`config.mk`:
```
export PLATFORM = sky130hd
export DESIGN_NAME = ddsm_frac_cfg_ctrl_flat
export DESIGN_NICKNAME = d
export VERILOG_FILES = /design/src/rtl/ddsm_frac_cfg_ctrl_if.sv /design/src/rtl/ddsm_frac_cfg_ctrl.sv /design/src/flat_wrapper.sv
export SDC_FILE = /design/constraint.sdc
export NUM_CORES = 1
export LEC_CHECK = 0
export ABC_AREA = 1
export BUFFER_PORTS_ARGS = -buffer_cell sky130_fd_sc_hd__buf_2
export CORE_ASPECT_RATIO = 1.5
export CORE_MARGIN = 3
export CORE_UTILIZATION = 57
export CTS_CLUSTER_SIZE = 14
export DETAILED_ROUTE_END_ITERATION = 7
export GPL_ROUTABILITY_DRIVEN = 0
export PLACE_DENSITY = 0.87
export SLEW_MARGIN = 20
export SYNTH_ARGS = -nofsm -noshare
export SYNTH_HDL_FRONTEND = slang
export SYNTH_SLANG_ARGS = --single-unit
```
`constraint.sdc`:
```
create_clock -name clk -period 2 [get_ports clk]
set_input_delay 0.4 -clock clk [delete_from_list [all_inputs] [get_ports clk]]
set_output_delay 0.4 -clock clk [all_outputs]
set_load 0.03 [all_outputs]
```
`src/rtl/ddsm_frac_cfg_ctrl_if.sv`:
```
// Frequency-word handshake between the loop controller and ddsm_frac_cfg_ctrl.
// A word moves on a rising clock edge where cfg_valid and cfg_ready are both high.
interface ddsm_frac_cfg_ctrl_if #(
    parameter int INT_W = 8
);
    logic             cfg_valid;
    logic [INT_W-1:0] cfg_int;
    logic [3:0]       cfg_frac;
    logic             cfg_ready;

    modport master (output cfg_valid, cfg_int, cfg_frac, input  cfg_ready);
    modport slave  (input  cfg_valid, cfg_int, cfg_frac, output cfg_ready);
endinterface

```
`src/rtl/ddsm_frac_cfg_ctrl.sv`:
```
// Applies (N, fraction) words to a 4-bit first-order DDSM only at 16-cycle frame boundaries.
// It also forms the per-cycle divide ratio and checks each frame's ones-density against the fraction.
module ddsm_frac_cfg_ctrl #(
    parameter int INT_W         = 8,
    parameter int SETTLE_FRAMES = 2
) (
    input  logic                 clk,
    input  logic                 rst,
    ddsm_frac_cfg_ctrl_if.slave  cfg,
    output logic                 ddsm_rst,
    output logic [3:0]           alpha_frac,
    input  logic                 seq_out,
    output logic [INT_W:0]       div_ratio,
    output logic                 locked,
    output logic                 seq_err
);

    typedef enum logic [2:0] {IDLE, PEND, RSTP, SETTLE, RUN} state_t;

    localparam logic [3:0] LAST_SETTLE = 4'(SETTLE_FRAMES - 1);

    state_t           state;
    logic [INT_W-1:0] stage_int;
    logic [3:0]       stage_frac;
    logic [INT_W-1:0] n_reg;
    logic [3:0]       frame_cnt;
    logic [3:0]       settle_cnt;
    logic [4:0]       ones_cnt;
    logic             guard;

    logic             xfer;
    logic             frame_end;
    logic [4:0]       ones_total;
    logic [INT_W:0]   next_ratio;

    assign cfg.cfg_ready = (state == IDLE) || (state == RUN);
    assign ddsm_rst      = (state == IDLE) || (state == RSTP);
    assign xfer          = cfg.cfg_valid && cfg.cfg_ready;
    assign frame_end     = (frame_cnt == 4'd15);
    assign ones_total    = ones_cnt + 5'(seq_out);
    assign next_ratio    = {1'b0, n_reg} + (INT_W+1)'(seq_out);

    // NOTE: every register here is assigned with <= so all of them see pre-edge values;
    // a blocking = would let later statements observe half-updated state.
    always_ff @(posedge clk or posedge rst) begin
        if (rst) begin
            state      <= IDLE;
            stage_int  <= '0;
            stage_frac <= '0;
            n_reg      <= '0;
            alpha_frac <= '0;
            frame_cnt  <= '0;
            settle_cnt <= '0;
            ones_cnt   <= '0;
            guard      <= 1'b0;
            div_ratio  <= '0;
            locked     <= 1'b0;
            seq_err    <= 1'b0;
        end else begin
            case (state)
                IDLE: begin
                    div_ratio <= '0;
                    locked    <= 1'b0;
                    if (xfer) state <= RSTP;
                end
                RSTP: begin
                    alpha_frac <= stage_frac;
                    n_reg      <= stage_int;
                    frame_cnt  <= '0;
                    ones_cnt   <= '0;
                    settle_cnt <= '0;
                    guard      <= 1'b1;
                    div_ratio  <= {1'b0, stage_int};
                    state      <= SETTLE;
                end
                SETTLE: begin
                    div_ratio <= next_ratio;
                    // The DDSM output is registered, so frame counting starts one cycle after release.
                    if (guard) begin
                        guard <= 1'b0;
                    end else begin
                        frame_cnt <= frame_cnt + 4'd1;
                        ones_cnt  <= frame_end ? 5'd0 : ones_total;
                        if (frame_end) begin
                            settle_cnt <= settle_cnt + 4'd1;
                            if (settle_cnt == LAST_SETTLE) begin
                                state  <= RUN;
                                locked <= 1'b1;
                            end
                        end
                    end
                end
                PEND, RUN: begin
                    div_ratio <= next_ratio;
                    frame_cnt <= frame_cnt + 4'd1;
                    ones_cnt  <= frame_end ? 5'd0 : ones_total;
                    if (frame_end && (ones_total != {1'b0, alpha_frac})) seq_err <= 1'b1;
                    if (state == PEND && frame_end) state <= RSTP;
                    if (state == RUN && xfer) begin
                        state  <= PEND;
                        locked <= 1'b0;
                    end
                end
                default: state <= IDLE;
            endcase

            // A new word clears the sticky error; the frame check of the old word no longer matters.
            if (xfer) begin
                stage_int  <= cfg.cfg_int;
                stage_frac <= cfg.cfg_frac;
                seq_err    <= 1'b0;
            end
        end
    end

endmodule

```
`src/flat_wrapper.sv`:
```
// flat-port wrapper written by rule: the top's interface ports become plain ports
module ddsm_frac_cfg_ctrl_flat 
#(
    parameter int INT_W         = 8,
    parameter int SETTLE_FRAMES = 2
)
  (clk, rst, ddsm_rst, alpha_frac, seq_out, div_ratio, locked, seq_err, cfg_cfg_valid, cfg_cfg_int, cfg_cfg_frac, cfg_cfg_ready);
  ddsm_frac_cfg_ctrl_if #(.INT_W(INT_W)) cfg_i ();
  input  logic clk;
  input  logic rst;
  output logic ddsm_rst;
  output logic [3:0] alpha_frac;
  input  logic seq_out;
  output logic [INT_W:0] div_ratio;
  output logic locked;
  output logic seq_err;
  input wire logic [$bits(cfg_i.cfg_valid)-1:0] cfg_cfg_valid;
  input wire logic [$bits(cfg_i.cfg_int)-1:0] cfg_cfg_int;
  input wire logic [$bits(cfg_i.cfg_frac)-1:0] cfg_cfg_frac;
  output wire logic [$bits(cfg_i.cfg_ready)-1:0] cfg_cfg_ready;
  assign cfg_i.cfg_valid = cfg_cfg_valid;
  assign cfg_i.cfg_int = cfg_cfg_int;
  assign cfg_i.cfg_frac = cfg_cfg_frac;
  assign cfg_cfg_ready = cfg_i.cfg_ready;
  ddsm_frac_cfg_ctrl #(.INT_W(INT_W), .SETTLE_FRAMES(SETTLE_FRAMES)) u_core (.clk(clk), .rst(rst), .cfg(cfg_i), .ddsm_rst(ddsm_rst), .alpha_frac(alpha_frac), .seq_out(seq_out), .div_ratio(div_ratio), .locked(locked), .seq_err(seq_err));
endmodule
```
==> metrics <==
top cell type's share of synthesized area 0.514; Worst Setup Start Kind flop; CP top delay family flip-flops; Via density 5.32; Primary FF master, synth dfrtp_1; Yosys top cell by area dfrtp_1; GRT Total Usage 0.218; Post-Synthesis Cells 309; largest family of logic cells by synthesized area simple AND/OR/NAND/NOR gates; met3 WL between 200 and 300 um; xor/xnor cell area share of the yosys netlist 0.0104; critical path, cell by cell nor2_2 > inv_1 > nor2_4 > inv_2 > nand2_1 > buf_2; outcome complete, no violations; Max-slew headroom 0.717; adder-cell share of the synthesized area 0.0346; WP data required 1600 ps; Compound-Gate Fraction of Synth Area 0.0732; initial core utilization 0.596; Pleak 1.51 nW; CTS tree yes; uppermost layer routed met4; Synthesis Warnings 0; max-cap viol count 0; metal2 WL 2530 um; grt total ovfl 0; Min Hold Slack 111 ps; Hold Vio Cnt, Final 0; top post-synthesis cells by count 112 x nand2_1, 52 x dfrtp_1, 35 x nand3_1; leading post-synthesis cells by cell area dfrtp_1 51%, nand2_1 17%, nand3_1 6.9%; count leader, synth nand2_1; Reg2Reg Depth 8; DIE AREA 5290 sq um; number of routed nets with antenna violations 0; mux contribution to synthesized area 0; CP max stage delay 450 ps; num rows 29; Multi-input gate area 1080 sq um; vias in the first global route slightly above 2000; crit end category output pin; Post-synth ARST share 1.00; critical path peak fanout 6; PD cells 1520 nW/um^2; Yosys cell types 24; initial DRC count 112; Cell Area, Placed 2770 sq um; Sink Count 52; Tcrit/Tclk final 0.940; Hold Path Class primary input to async pin; Crit Path Class flop to output pin; Top Ports 33; Syn Std Cell Area about 2500 sq um; Slew @ Worst Pin 422 ps; Post-Synth Simple-Gate Area 0.308; drt first pass iters 4; Syn Nets 332; setup violators final 0; Met1 Routed Length 2150 um; share of cells above drive strength 1 0.183; crit path DAT ~1500 ps; number of synthesized flops with an enable pin 0; CTS Buf Count 5; # diodes 0; first-pass GRT wire length 8770 um; mean area per synthesized cell 8.19 sq um; Nets 372; Die X 60.4 um; core area about 4200 sq um; FF+latch area 1300 sq um; initial antenna violation count 0; Root Buffer clkbuf_8; drt total wl 5030 um; H-tree levels 2; clock slew at reported path FFs approximately 90 ps; Yosys reg bits 52; via count 2106; slowest stage cell, crit path dfrtp_1; skew final 7.94 ps; instance count on the critical path 6; Peak Freq approximately 530 MHz; Setup TNS 0 ps; min Tclk post-route ~1900 ps; maximum vdd drop 937 uV; register area share after synthesis 0.514; CP Buf/Inv Count 3; Die H 87.6 um; PortBufs 32; WL/cell ~13 um; # DRC 0; Area growth, synth to finish 13.6%; Skew-Pair Late Insertion Delay 300 ps; RSZ-0062 raised after global routing false; # fillers 350; Post-DP HPWL 3720 um; Finished Cell Area ~2900 sq um; fin. max-slew vios 0; pin count of the biggest net entering global routing between 50 and 60; worst-case clock buffer depth 2; max reg flops 9
path summary, 6_finish.rpt:
path	from	end	slack [ps]
max	u_core.state[2]$_DFFE_PP0P_	ddsm_rst	120
max reg2reg	u_core.frame_cnt[0]$_DFFE_PP0P_	u_core.state[0]$_DFFE_PP0P_	390
max in group asynchronous	rst	u_core.div_ratio[2]$_DFFE_PP0P_	1650
min reg2reg	u_core.stage_int[3]$_DFFE_PP0P_	u_core.stage_int[3]$_DFFE_PP0P_	480
min in group clk	cfg_cfg_int[2]	u_core.stage_int[2]$_DFFE_PP0P_	290
min	rst	u_core.frame_cnt[1]$_DFFE_PP0P_	110
through the flow:
step | utilization | setup WS, ps | power [W] | std cells
2_1_floorplan | - | 342 | 0.00321 | 309
6_report | 0.677 | 120 | 0.00436 | 396
5_1_grt | 0.677 | 34.2 | 0.00474 | 396
3_5_place_dp | 0.652 | 278 | 0.00374 | 387
3_3_place_gp | 0.652 | 319 | 0.00366 | 387
4_1_cts | 0.675 | 24.2 | 0.00436 | 395
worst register-to-register path: cells and delay by family (launching register included):
family                   cells  cell delay [ps]
adder cells (fa/ha/maj)      1              200
flip-flops                   1              410
AND/OR/NAND/NOR              7              900
cell type report:
cell class / count / share of cell area
clock buffers: 6 / 0.0287
multi-input cells: 220 / 0.376
flip-flops and latches: 52 / 0.453
inverters: 32 / 0.0418
clock inverters: 2 / 0.00522
repair buffers: 38 / 0.0757
well taps: 46 / 0.0200
placed cells by master, fill, tap and decap left out, drive strengths merged:
| cell type | Yosys | layout |
|---|---|---|
| clkbuf | 1 | 6 |
| or2 | 1 | 1 |
| dfrtp | 52 | 52 |
| nor2 | 17 | 17 |
| nand4 | 4 | 4 |
| nand2 | 117 | 117 |
| o21ai | 26 | 26 |
| a22o | 2 | 2 |
| buf | 4 | 38 |
| nand3 | 36 | 36 |
| a21oi | 3 | 3 |
| clkinvlp | 0 | 2 |
| inv | 32 | 32 |
| o31ai | 3 | 3 |
| xnor2 | 1 | 1 |
| nor3 | 1 | 1 |
| xor2 | 2 | 2 |
| ha | 7 | 7 |
cell families after synthesis:
family	count (synthesis)
simple gates	176
flops	52
buf+inv	37
compound gates	34
fa+ha+maj	7
xor+xnor	3
metal layers:
metal  GRT usage  vias to the layer above
li1            -                     1072
met1       0.278                      973
met2       0.354                       52
met3      0.0413                        9
met4      0.0968                        0
met5           0                        -
repair_timing:
action,in CTS,in global routing
hold buffers,0,0
setup buffers,0,1
setup endpoints to repair,0,1
gates resized for setup,0,1
report_power, final:
part | internal [W] | switching (W) | total [W]
registers | 0.00143 | 0.000284 | 0.00171
logic | 0.000646 | 0.00138 | 0.00203
clock network | 0.000280 | 0.000339 | 0.000619
No activity file was read; power rests on OpenSTA's default activity.
